[src/rtl/serial_adder_ctrl_pkg.sv]
// serial_adder_ctrl_pkg: shared types for the bit-serial adder controller.
// Holds the FSM state enum, requester IDs and the round-robin pick helper.
package serial_adder_ctrl_pkg;

  typedef enum logic [1:0] {
    IDLE  = 2'd0,
    SHIFT = 2'd1,
    DONE  = 2'd2
  } state_e;

  localparam logic REQ_ID0 = 1'b0;
  localparam logic REQ_ID1 = 1'b1;

  // Both valid: the one not granted last wins.
  // One valid: that one wins (v1 alone -> 1, else 0).
  function automatic logic rr_pick(
    input logic v0,
    input logic v1,
    input logic last
  );
    if (v0 && v1) return ~last;
    return v1 ? REQ_ID1 : REQ_ID0;
  endfunction

endpackage

[src/rtl/serial_adder_ctrl_if.sv]
// serial_adder_ctrl_if: requester/result handshake bundle.
// Names are from the controller's view; slave = controller, master = driver.
// With SERIAL_ADDER_CTRL_SUB_EN defined, per-requester SUB flags are added.
interface serial_adder_ctrl_if #(
  parameter int WIDTH = 16
);
  logic             i_REQ0_VALID;
  logic             i_REQ1_VALID;
  logic             o_REQ0_READY;
  logic             o_REQ1_READY;
  logic [WIDTH-1:0] i_REQ0_A;
  logic [WIDTH-1:0] i_REQ0_B;
  logic [WIDTH-1:0] i_REQ1_A;
  logic [WIDTH-1:0] i_REQ1_B;
  logic             i_REQ0_CIN;
  logic             i_REQ1_CIN;
`ifdef SERIAL_ADDER_CTRL_SUB_EN
  logic             i_REQ0_SUB;
  logic             i_REQ1_SUB;
`endif
  logic             o_RES_VALID;
  logic             i_RES_READY;
  logic [WIDTH-1:0] o_RES_S;
  logic             o_RES_COUT;
  logic             o_RES_ID;
  logic             o_BUSY;

  modport slave (
    input  i_REQ0_VALID, i_REQ1_VALID,
    input  i_REQ0_A, i_REQ0_B,
    input  i_REQ1_A, i_REQ1_B,
    input  i_REQ0_CIN, i_REQ1_CIN,
`ifdef SERIAL_ADDER_CTRL_SUB_EN
    input  i_REQ0_SUB, i_REQ1_SUB,
`endif
    input  i_RES_READY,
    output o_REQ0_READY, o_REQ1_READY,
    output o_RES_VALID, o_RES_S,
    output o_RES_COUT, o_RES_ID,
    output o_BUSY
  );

  modport master (
    output i_REQ0_VALID, i_REQ1_VALID,
    output i_REQ0_A, i_REQ0_B,
    output i_REQ1_A, i_REQ1_B,
    output i_REQ0_CIN, i_REQ1_CIN,
`ifdef SERIAL_ADDER_CTRL_SUB_EN
    output i_REQ0_SUB, i_REQ1_SUB,
`endif
    output i_RES_READY,
    input  o_REQ0_READY, o_REQ1_READY,
    input  o_RES_VALID, o_RES_S,
    input  o_RES_COUT, o_RES_ID,
    input  o_BUSY
  );

endinterface

[src/rtl/serial_adder_ctrl_fa.sv]
// serial_adder_ctrl_fa: 1-bit full-adder cell.
// Ports: i_A, i_B, i_CIN -> o_S (sum), o_COUT (carry).
module serial_adder_ctrl_fa (
  input  logic i_A,
  input  logic i_B,
  input  logic i_CIN,
  output logic o_S,
  output logic o_COUT
);

  logic w_p;

  assign w_p    = i_A ^ i_B;
  assign o_S    = w_p ^ i_CIN;
  assign o_COUT = (i_A & i_B) | (i_CIN & w_p);

endmodule

[src/rtl/serial_adder_ctrl.sv]
// serial_adder_ctrl: two-requester bit-serial adder, one FA cell, LSB first.
// Ports: i_EMUCLK, i_MRST_n (async, active-low), bus (serial_adder_ctrl_if.slave).
// Optional SERIAL_ADDER_CTRL_SUB_EN adds A-B via A+~B+1 (COUT=1 means no borrow).
module serial_adder_ctrl
  import serial_adder_ctrl_pkg::*;
#(
  parameter int WIDTH = 16
) (
  input  logic                 i_EMUCLK,
  input  logic                 i_MRST_n,
  serial_adder_ctrl_if.slave   bus
);

  localparam int CW = (WIDTH > 2) ? $clog2(WIDTH) : 1;
  localparam logic [CW-1:0] LAST = CW'(WIDTH - 1);

  state_e           r_state;
  state_e           w_next;

  logic [WIDTH-1:0] r_a;
  logic [WIDTH-1:0] r_b;
  logic [WIDTH-1:0] r_sum;
  logic [CW-1:0]    r_cnt;
  logic             r_carry;
  logic             r_id;
  logic             r_last;

  logic             w_gnt;
  logic             w_accept;
  logic             w_rdy0;
  logic             w_rdy1;
  logic             w_s;
  logic             w_c;
  logic [WIDTH-1:0] w_sel_a;
  logic [WIDTH-1:0] w_sel_b;
  logic             w_sel_cin;

  assign w_gnt = rr_pick(bus.i_REQ0_VALID,
                         bus.i_REQ1_VALID,
                         r_last);

  assign w_sel_a = w_gnt ? bus.i_REQ1_A : bus.i_REQ0_A;

`ifdef SERIAL_ADDER_CTRL_SUB_EN
  logic             w_sel_sub;
  logic [WIDTH-1:0] w_raw_b;

  assign w_sel_sub = w_gnt ? bus.i_REQ1_SUB : bus.i_REQ0_SUB;
  assign w_raw_b   = w_gnt ? bus.i_REQ1_B : bus.i_REQ0_B;
  // Subtract: invert B once at latch time, force the +1 via carry-in.
  assign w_sel_b   = w_sel_sub ? ~w_raw_b : w_raw_b;
  assign w_sel_cin = w_sel_sub ? 1'b1
                   : (w_gnt ? bus.i_REQ1_CIN : bus.i_REQ0_CIN);
`else
  assign w_sel_b   = w_gnt ? bus.i_REQ1_B : bus.i_REQ0_B;
  assign w_sel_cin = w_gnt ? bus.i_REQ1_CIN : bus.i_REQ0_CIN;
`endif

  serial_adder_ctrl_fa u_fa (
    .i_A    (r_a[0]),
    .i_B    (r_b[0]),
    .i_CIN  (r_carry),
    .o_S    (w_s),
    .o_COUT (w_c)
  );

  always_ff @(posedge i_EMUCLK or negedge i_MRST_n) begin
    if (!i_MRST_n) r_state <= IDLE;
    else           r_state <= w_next;
  end

  // READY is gated by reset so every output reads 0 while reset is held.
  always_comb begin
    w_next   = r_state;
    w_accept = 1'b0;
    w_rdy0   = 1'b0;
    w_rdy1   = 1'b0;
    unique case (r_state)
      IDLE: begin
        if (i_MRST_n && (bus.i_REQ0_VALID || bus.i_REQ1_VALID)) begin
          w_accept = 1'b1;
          w_rdy0   = (w_gnt == REQ_ID0);
          w_rdy1   = (w_gnt == REQ_ID1);
          w_next   = SHIFT;
        end
      end
      SHIFT: begin
        if (r_cnt == LAST) w_next = DONE;
      end
      DONE: begin
        if (bus.i_RES_READY) w_next = IDLE;
      end
      default: w_next = IDLE;
    endcase
  end

  // r_sum is not cleared on accept: all WIDTH bits get overwritten by the
  // shifts, and it keeps the previous result visible until then.
  always_ff @(posedge i_EMUCLK or negedge i_MRST_n) begin
    if (!i_MRST_n) begin
      r_a     <= '0;
      r_b     <= '0;
      r_sum   <= '0;
      r_cnt   <= '0;
      r_carry <= 1'b0;
      r_id    <= 1'b0;
      r_last  <= 1'b1;
    end else if (w_accept) begin
      r_a     <= w_sel_a;
      r_b     <= w_sel_b;
      r_carry <= w_sel_cin;
      r_id    <= w_gnt;
      r_last  <= w_gnt;
      r_cnt   <= '0;
    end else if (r_state == SHIFT) begin
      r_sum   <= {w_s, r_sum[WIDTH-1:1]};
      r_a     <= r_a >> 1;
      r_b     <= r_b >> 1;
      r_carry <= w_c;
      r_cnt   <= r_cnt + CW'(1);
    end
  end

  assign bus.o_REQ0_READY = w_rdy0;
  assign bus.o_REQ1_READY = w_rdy1;
  assign bus.o_RES_VALID  = (r_state == DONE);
  assign bus.o_BUSY       = (r_state != IDLE);
  assign bus.o_RES_S      = r_sum;
  assign bus.o_RES_COUT   = r_carry;
  assign bus.o_RES_ID     = r_id;

endmodule

[src/flat_wrapper.sv]
// flat-port wrapper written by rule: the top's interface ports become plain ports
module serial_adder_ctrl_flat import serial_adder_ctrl_pkg::*;
#(
  parameter int WIDTH = 16
)
  (i_EMUCLK, i_MRST_n, bus_i_REQ0_VALID, bus_i_REQ1_VALID, bus_i_REQ0_A, bus_i_REQ0_B, bus_i_REQ1_A, bus_i_REQ1_B, bus_i_REQ0_CIN, bus_i_REQ1_CIN, bus_i_RES_READY, bus_o_REQ0_READY, bus_o_REQ1_READY, bus_o_RES_VALID, bus_o_RES_S, bus_o_RES_COUT, bus_o_RES_ID, bus_o_BUSY);
  serial_adder_ctrl_if #(.WIDTH(WIDTH)) bus_i ();
  input  logic i_EMUCLK;
  input  logic i_MRST_n;
  input wire logic [$bits(bus_i.i_REQ0_VALID)-1:0] bus_i_REQ0_VALID;
  input wire logic [$bits(bus_i.i_REQ1_VALID)-1:0] bus_i_REQ1_VALID;
  input wire logic [$bits(bus_i.i_REQ0_A)-1:0] bus_i_REQ0_A;
  input wire logic [$bits(bus_i.i_REQ0_B)-1:0] bus_i_REQ0_B;
  input wire logic [$bits(bus_i.i_REQ1_A)-1:0] bus_i_REQ1_A;
  input wire logic [$bits(bus_i.i_REQ1_B)-1:0] bus_i_REQ1_B;
  input wire logic [$bits(bus_i.i_REQ0_CIN)-1:0] bus_i_REQ0_CIN;
  input wire logic [$bits(bus_i.i_REQ1_CIN)-1:0] bus_i_REQ1_CIN;
  input wire logic [$bits(bus_i.i_RES_READY)-1:0] bus_i_RES_READY;
  output wire logic [$bits(bus_i.o_REQ0_READY)-1:0] bus_o_REQ0_READY;
  output wire logic [$bits(bus_i.o_REQ1_READY)-1:0] bus_o_REQ1_READY;
  output wire logic [$bits(bus_i.o_RES_VALID)-1:0] bus_o_RES_VALID;
  output wire logic [$bits(bus_i.o_RES_S)-1:0] bus_o_RES_S;
  output wire logic [$bits(bus_i.o_RES_COUT)-1:0] bus_o_RES_COUT;
  output wire logic [$bits(bus_i.o_RES_ID)-1:0] bus_o_RES_ID;
  output wire logic [$bits(bus_i.o_BUSY)-1:0] bus_o_BUSY;
  assign bus_i.i_REQ0_VALID = bus_i_REQ0_VALID;
  assign bus_i.i_REQ1_VALID = bus_i_REQ1_VALID;
  assign bus_i.i_REQ0_A = bus_i_REQ0_A;
  assign bus_i.i_REQ0_B = bus_i_REQ0_B;
  assign bus_i.i_REQ1_A = bus_i_REQ1_A;
  assign bus_i.i_REQ1_B = bus_i_REQ1_B;
  assign bus_i.i_REQ0_CIN = bus_i_REQ0_CIN;
  assign bus_i.i_REQ1_CIN = bus_i_REQ1_CIN;
  assign bus_i.i_RES_READY = bus_i_RES_READY;
  assign bus_o_REQ0_READY = bus_i.o_REQ0_READY;
  assign bus_o_REQ1_READY = bus_i.o_REQ1_READY;
  assign bus_o_RES_VALID = bus_i.o_RES_VALID;
  assign bus_o_RES_S = bus_i.o_RES_S;
  assign bus_o_RES_COUT = bus_i.o_RES_COUT;
  assign bus_o_RES_ID = bus_i.o_RES_ID;
  assign bus_o_BUSY = bus_i.o_BUSY;
  serial_adder_ctrl #(.WIDTH(WIDTH)) u_core (.i_EMUCLK(i_EMUCLK), .i_MRST_n(i_MRST_n), .bus(bus_i));
endmodule
[config.mk]
export PLATFORM = sky130hd
export DESIGN_NAME = serial_adder_ctrl_flat
export DESIGN_NICKNAME = d
export VERILOG_FILES = /design/src/rtl/serial_adder_ctrl_pkg.sv /design/src/rtl/serial_adder_ctrl_if.sv /design/src/rtl/serial_adder_ctrl_fa.sv /design/src/rtl/serial_adder_ctrl.sv /design/src/flat_wrapper.sv
export SDC_FILE = /design/constraint.sdc
export NUM_CORES = 1
export LEC_CHECK = 0
export CAP_MARGIN = 10
export CORE_ASPECT_RATIO = 1.4
export CORE_MARGIN = 5
export CORE_UTILIZATION = 57
export CTS_BUF_LIST = sky130_fd_sc_hd__clkbuf_8 sky130_fd_sc_hd__clkbuf_16
export DETAILED_ROUTE_END_ITERATION = 16
export DONT_BUFFER_PORTS = 1
export PLACE_DENSITY = 0.84
export SLEW_MARGIN = 20
export SYNTH_ARGS = -nofsm -noshare
export SYNTH_HDL_FRONTEND = slang
export SYNTH_SLANG_ARGS = --single-unit
[constraint.sdc]
create_clock -name i_EMUCLK -period 1.34 [get_ports i_EMUCLK]
set_input_delay 0.134 -clock i_EMUCLK [delete_from_list [all_inputs] [get_ports i_EMUCLK]]
set_output_delay 0.134 -clock i_EMUCLK [all_outputs]
set_load 0.1 [all_outputs]
Word-level counts from Yosys, hierarchy flattened
Index checks and enable logic that the tools add are counted.
{ "totals": {"register_bits": 57, "input_bits": 71, "elab_cells": 56} }
{ "classes": {"addsub": 1, "n_eq_ne": 6, "mux": 25, "n_bitwise": 8, "n_reduce_logical": 8} }
{ "op_table": {"columns": ["operator", "count"], "rows": [
  ["16-bit two-way mux", 6],
  ["1-bit two-way mux", 13],
  ["4-bit two-way mux", 2],
  ["2-bit two-way mux", 3],
  ["2-bit one-hot mux with 3 select lines", 1],
  ["4-bit by 1-bit adder with 4-bit output, second input constant", 1],
  ["4-bit equality test, second input constant", 1],
  ["2-bit by 1-bit inequality test with 1-bit output, second input constant", 2],
  ["2-bit nonzero test", 2],
  ["1-bit inverter", 3],
  ["3-bit AND reduction", 1],
  ["1-bit AND", 2],
  ["2-bit by 1-bit equality test with 1-bit output, second input constant", 1],
  ["2-bit equality test, second input constant", 1],
  ["1-bit logical AND", 2],
  ["2-bit zero test", 1],
  ["2-bit inequality test, second input constant", 1],
  ["2-bit AND reduction", 1],
  ["1-bit bitwise XOR", 2],
  ["1-bit logical OR", 1],
  ["1-bit bitwise OR", 1]
]} }

Depth between registers and ports, before layout
Gate-level depths: netlist (run 1).
{ "logic_depth": {"ltp_word": 6, "ltp_mapped": 6, "ltp_nobuf": 4} }

By module
A second synthesis (run 1) with hierarchy kept.
{ "hier_totals": {"cells_unflattened": 259, "area_unflattened_um2": 2692.6} }
{ "by_module_without_submodules": {"columns": ["mod", "n_inst", "cells_each", "area_per_inst_um2", "seq_area_each_um2"], "rows": [
  ["serial_adder_ctrl", 1, 258, 2672.6, 1427.6],
  ["serial_adder_ctrl_fa", 1, 1, 20.0, 0.0]
]} }

Worst setup path after synthesis (run 1)
No wires, ideal clock.
{ "synth_path": {"kind": "register -> register", "from": "register u_core.r_state[0]", "to": "register u_core.r_state[1]", "t_arrival_ps": 2073, "path_slack_ps": -811, "stages_incl_launch_ff": 4, "path_buffers": 1, "synth_period_minus_slack_ps": 2151, "path_cell_list": "dfrtp_1 -> buf_2 -> nor2b_1 -> o2bb2ai_1"} }
{ "synth_via": {"elab_chain_cells": 3, "word_cells_on_any_way": 8} }
{ "synth_rtl": {"columns": ["item", "line", "rtl"], "rows": [
  ["start, declared", "serial_adder_ctrl.sv:17", "state_e r_state;"],
  ["start signal, assigned", "serial_adder_ctrl.sv:69", "else r_state <= w_next;"],
  ["2-bit equality test (*)", null, null],
  ["named net bus_o_RES_VALID", "flat_wrapper.sv:21", "output wire logic [$bits(bus_i.o_RES_VALID)-1:0] bus_o_RES_VALID;"],
  ["2-bit inequality test (no source line)", null, null],
  ["3-bit AND reduction (no source line)", null, null]
]} }
The timed path passes the listed nets; every way through them passes the cells marked *.
A chain may end at the register's enable or synchronous reset.

Final worst setup path (run 1)
{ "layout_path": {"from": "register u_core.r_state[1]", "to": "output port bus_o_REQ0_READY"} }
{ "layout_via": {"elab_chain_cells": 2} }
{ "layout_rtl": {"columns": ["item", "line", "rtl"], "rows": [
  ["2-bit zero test", "serial_adder_ctrl.sv:78", "unique case (r_state)"],
  ["1-bit two-way mux", "serial_adder_ctrl.sv:78", null],
  ["end, declared", "flat_wrapper.sv:19", "output wire logic [$bits(bus_i.o_REQ0_READY)-1:0] bus_o_REQ0_READY;"]
]} }
No other way between the ends.

==> metrics.txt, run 1 <==
die width 72.7 µm; Clock Latency Late Sink ~0.35 ns; Die ar. 7120 µm²; Setup Viol. Count Final 61; startpoint types register; Crit path required time 1.21 ns; Static Leak 2.18 nW; Num Clock Sinks 57; CTS Buf Count 9; Mapped Cells 330; largest net degree at the start of global routing 60; Yosys warning count 0; Pre-antenna DRT Iters 5; Tightest Hold Check Type primary input to async pin; Clock transition at path regs 0.07 ns; failing checks negative hold slack, negative setup slack; Total GRT Usage between 20% and 30%; Congestion Overflow GR 0; P per Cell Area between 2000 and 3000 nW/µm²; Root Buffer clkbuf_8; Nets 485; syn_area_per_cell 9.52 µm²; DR vias/cell 6.78; Initial Utilization 57.7%; Cell variety after synth 34; Post-DRT Antenna Nets 0; Placed Cells 409; share of layout cells above drive strength 1 between 20% and 30%; f_max 569 MHz; commonest non-fill, non-tap cell in the layout dfrtp_1; TritonCTS clock tree built; final setup margin -0.416 ns; Post-DP HPWL 5.66 mm; final hold vios 60; # IOs 93; drt total wl 11.9 mm; Max Buffers Root-to-Sink 2; first-pass GRT wire length 15.3 mm; RSZ-0062 raised after global routing true; via count 3290; Worst Skew 0.0148 ns; commonest non-fill, non-tap cells in the layout dfrtp_1 (53), nand2_1 (48), buf_4 (41); Pwr Total 0.0118 W; post-synthesis sequential area ratio 45.5%; cell taking the most area after synthesis dfrtp_1; top area cells in the synthesized netlist dfrtp_1 (45%), mux2i_1 (9.9%), a32oi_1 (8.6%); cts hold-fix bufs 25; Final Wtd Congestion 0.832; Slew Viols, Final 0; total of max-cap violations 0; H-tree levels 3; vias in the first global route 3145; Worst VDD drop 1.36 mV; Mapped Nets 403; status finished, violations left; worst setup path category register to primary output; fin crit share 131%; Worst Path Arrival 1.62 ns; worst-path fanout max 3; crit path capture type primary output; Cell Area, Synth roughly 3100 µm²; core box area 5450 µm²; row cnt 32; wire per inst 24.5 µm; die height 97.8 µm; Worst Tran Pin Value between 0.9 and 1 ns; initial antenna violation count 1; Layout Area Growth over Synthesis 45.3%; PortBufs 0; post-route insts no fill 485; 1st-iter DRT viols about 410; final hold slack -0.530 ns; synthesized flop and latch total 57; Worst slew margin 39.0%; DRC Markers 0; # fillers about 270; top cell type's share of synthesized area 44.6%; crit path time final 1.76 ns
-- per-layer routing --
layer | GRT usage (%) | up-vias | wire length [µm] | part of all wire [%]
met5 | 0 | - | 0 | 0
met4 | 14.8 | 0 | 736 | 6.2
met3 | 6.28 | 63 | 1160 | 9.8
met2 | 46.5 | 282 | 6010 | 51
met1 | 31.8 | 1564 | 3980 | 33
li1 | - | 1381 | - | -
-- critical path: stages, from the launching register on --
cell        delay [ns]
dfrtp_2           0.44
nor3b_4           0.28
buf_6             0.15
nand3_4           0.09
clkinvlp_4        0.14
buf_12            0.18
-- report_power, final --
| group | switching [W] | internal [W] |
|---|---|---|
| Sequential | 0.000607 | 0.00257 |
| Clock | 0.000668 | 0.000680 |
| Combinational | 0.00440 | 0.00283 |
-- state kept, by name (all words and copies together) (netlist names) --
signal	cells
u_core.r_last	1
u_core.bus.o_RES_COUT	1
u_core.bus.o_RES_S	16
u_core.r_b	16
u_core.r_state	2
u_core.r_a	16
u_core.bus.o_RES_ID	1
u_core.r_cnt	4
-- what timing repair did --
| item | in CTS | in global routing |
|---|---|---|
| pin swaps | 14 | 8 |
| setup buffers | 13 | 10 |
| cloned | 1 | 11 |
| setup endpoints to repair | 42 | 58 |
| resized for setup | 21 | 29 |
| hold endpoints to repair | 81 | 57 |
-- stage by stage --
| stage | setup WS, ns | hold slack [ns] | instance area (µm²) | setup TNS [ns] | utilization [%] |
|---|---|---|---|---|---|
| 6_report | -0.416 | -0.530 | 4560 | -15.17 | 83.8 |
| 5_1_grt | -0.457 | -0.533 | 4560 | -17.50 | 83.8 |
| 4_1_cts | -0.342 | -0.518 | 4160 | -4.82 | 76.3 |
| 3_5_place_dp | -0.272 | -0.160 | 3560 | -7.61 | 65.4 |
| 3_3_place_gp | -0.236 | -0.159 | 3560 | -6.47 | 65.4 |
| 2_1_floorplan | -0.262 | -0.162 | 3190 | -2.09 | - |
-- cells in the mapped netlist --
master and number:
buf_6 2, buf_1 1, clkbuf_1 15, o2bb2ai_1 1, a221o_1 3, nor3b_4 1
buf_4 3, a31oi_1 31, o21a_1 2, mux2_2 1, or2_2 2, nand4_1 31
nand2b_1 2, ha_1 1, and3_1 2, nand2_1 49, o22ai_1 1, a21o_1 1
fa_1 1, nor3b_1 1, a32oi_1 31, xor2_1 1, nor2b_1 3, a21oi_2 1
dfrtp_1 56, o21ai_1 1, buf_2 14, and2_1 2, a21boi_1 1, dfstp_2 1
inv_1 33, mux2i_1 31, nand3_1 3, a22o_1 1
-- logic make-up after synthesis --
| kind of cell | count (synthesis) | share of synthesized area, % |
|---|---|---|
| multiplexers | 32 | 10.2 |
| AO/OA/AOI/OAI | 74 | 17.9 |
| buffers and inverters | 68 | 9.52 |
| AND/OR/NAND/NOR | 96 | 15.5 |
| flip-flops | 57 | 45.5 |
| XOR/XNOR | 1 | 0.279 |
| adder cells (fa/ha/maj) | 2 | 1.04 |
-- path summary, 6_finish.rpt --
| kind | start | slack, ns | end | depth (start not counted) |
|---|---|---|---|---|
| setup / recovery | u_core.r_state[1]$_DFFE_PN0P_ | -0.42 | bus_o_REQ0_READY | 5 |
| hold / removal | i_MRST_n | -0.53 | u_core.r_b[11]$_DFFE_PN0P_ | 0 |
| setup reg to reg | u_core.r_state[1]$_DFFE_PN0P_ | -0.34 | u_core.r_b[9]$_DFFE_PN0P_ | 7 |
| hold reg to reg | u_core.bus.o_RES_S[0]$_DFFE_PN0P_ | 0.49 | u_core.bus.o_RES_S[0]$_DFFE_PN0P_ | 2 |
| max in group asynchronous | i_MRST_n | 1.67 | u_core.r_last$_DFFE_PN1P_ | 0 |
| min in group i_EMUCLK | bus_i_REQ0_VALID | -0.01 | u_core.r_b[12]$_DFFE_PN0P_ | 2 |
-- cell type report --
class / count / area (µm²) / area share (%)
diodes: 1 / 2.50 / 0.0548
clock buffers: 10 / 138 / 3.02
flip-flops and latches: 57 / 1430 / 31.4
well taps: 68 / 85.1 / 1.86
multi-input cells: 206 / 1560 / 34.3
inverters: 33 / 128 / 2.80
repair buffers: 105 / 1190 / 26.1
clock inverters: 5 / 20.0 / 0.439
No activity file was read; power rests on OpenSTA's default activity.
==> run 2: changes to the inputs <==
PLACE_DENSITY = 0.71   (was 0.84)
==> metrics.txt, run 2 (synthesis gave the netlist of run 1 again) <==
Worst Skew 0.0102 ns; DR vias/cell 6.68; Final Wtd Congestion 0.784; core box area approximately 5400 µm²; final hold vios 58; share of layout cells above drive strength 1 about 26%; f_max 581 MHz; drt total wl 11.0 mm; Worst slew margin 59.7%; die height 97.8 µm; origin of the critical flop-to-flop path u_core.r_state[0]$_DFFE_PN0P_; Nets 476; RSZ-0062 raised after global routing true; Worst Tran Pin Value 0.604 ns; Root Buffer clkbuf_8; largest net degree at the start of global routing 60; total of max-cap violations 0; Setup Viol. Count Final 44; cell area after layout 4560 µm²; commonest non-fill, non-tap cell in the layout dfrtp_1; final setup margin -0.381 ns; Worst R2R End u_core.r_a[1]$_DFFE_PN0P_; worst setup path category register to register; P per Cell Area 2630 nW/µm²; # fillers 274; Post-DP Area roughly 3600 µm²; first-pass GRT wire length 15.9 mm; Initial Utilization between 50% and 60%; vias in the first global route 3142; crit path capture type register; H-tree levels 3; Slew Viols, Final 0; startpoint types register; commonest non-fill, non-tap cells in the layout dfrtp_1 (54), nand2_1 (49), inv_1 (33), buf_4 (33), dlygate4sd3_1 (32); Worst Path Arrival 1.95 ns; CTS Buf Count 9; failing checks negative hold slack, negative setup slack; Crit path required time 1.57 ns; Clock transition at path regs ~0.08 ns; final hold slack -0.529 ns; # IOs 93; Die ar. 7120 µm²; reg2reg setup slack -0.38 ns; Layout Area Growth over Synthesis 45.3%; initial antenna violation count 0; Static Leak 2.13 nW; Pre-antenna DRT Iters 5; diode count 0; worst-path fanout max 6; die width 72.7 µm; fin crit share 128%; Worst VDD drop 1.63 mV; Congestion Overflow GR 0; Total GRT Usage 28.6%; wire per inst 23.0 µm; TritonCTS clock tree built; row cnt 32; Post-DRT Antenna Nets 0; Post-DP HPWL 5.61 mm; crit path time final ~1.7 ns; Max Buffers Root-to-Sink 2; PortBufs 0; reg2reg path depth 7; status finished, violations left; post-route insts no fill ~480; Num Clock Sinks 57; via count 3182; Placed Cells 412; Tightest Hold Check Type primary input to async pin; 1st-iter DRT viols around 270; Clock Latency Late Sink roughly 0.35 ns; DRC Markers 0
## run 2: changes by cell type in the layout (fill, tap and decap cells not counted), moves of 3 or more
cell,delta
buf_4,-8
buf_6,-9
bufinv_16,+3
dlygate4sd3_1,+8
inv_1,-3
## run 2: worst max path at each step
| stage | to | cells past startpoint | from |
|---|---|---|---|
| 2_1_floorplan | u_core.r_a[15]$_DFFE_PN0P_ | 5 | u_core.r_state[0]$_DFFE_PN0P_ |
| 3_3_place_gp | u_core.r_cnt[2]$_DFFE_PN0P_ | 4 | u_core.r_state[1]$_DFFE_PN0P_ |
| 3_5_place_dp | u_core.r_a[13]$_DFFE_PN0P_ | 5 | u_core.r_state[1]$_DFFE_PN0P_ |
| 4_1_cts | bus_o_REQ0_READY | 5 | u_core.r_state[0]$_DFFE_PN0P_ |
| 5_1_grt | u_core.r_a[1]$_DFFE_PN0P_ | 7 | u_core.r_state[1]$_DFFE_PN0P_ |
| 6_report | u_core.r_a[1]$_DFFE_PN0P_ | 7 | u_core.r_state[0]$_DFFE_PN0P_ |
## run 2: power breakdown
part	internal (W)	switching [W]
Sequential	0.00257	0.000623
Clock	0.00128	0.000747
Combinational	0.00258	0.00420
Total	0.00643	0.00557
## run 2: through the flow
step | utilization, % | total power [W] | setup TNS, ns | setup slack [ns]
finish | 83.8 | 0.0120 | -11.13 | -0.381
global route | 83.8 | 0.0125 | -13.61 | -0.419
CTS | 80.8 | 0.0115 | -9.24 | -0.322
detailed placement | 65.9 | 0.00878 | -1.14 | -0.0762
global placement | 65.9 | 0.00864 | -0.0105 | -0.0105
floorplan | - | 0.00739 | -2.09 | -0.262
## run 2: repair_timing
action,in CTS,in global routing
setup buffers,6,1
hold buffers,32,1
endpoints found under the setup margin,37,60
cloned,4,4
pin swaps,17,11
resized for setup,27,12
hold endpoints to repair,89,58
## run 2: critical path: stages, from the launching register on
cell	delay [ns]
dfrtp_2	0.43
nor3b_4	0.26
buf_6	0.15
buf_6	0.11
buf_12	0.15
buf_12	0.12
nand4_1	0.11
a32oi_1	0.28
## run 2: layer usage
| metal | part of all wire (%) | up-vias | track usage [%] |
|---|---|---|---|
| met1 | 35 | 1536 | 32.6 |
| met2 | 52 | 228 | 49.0 |
| met5 | 0 | - | 0 |
| li1 | - | 1369 | - |
| met3 | 9.3 | 49 | 7.72 |
| met4 | 3.7 | 0 | 12.6 |
## run 2: cell type report
cell class                 instances  area, µm²  share of cell area, %
inverter                          33        128                   2.80
timing repair buffer              96       1120                   24.6
clock buffer                      10        138                   3.02
tap                               68       85.1                   1.86
multi-input combinational        206       1550                   34.0
sequential                        57       1430                   31.4
clock inverter                     6        106                   2.33
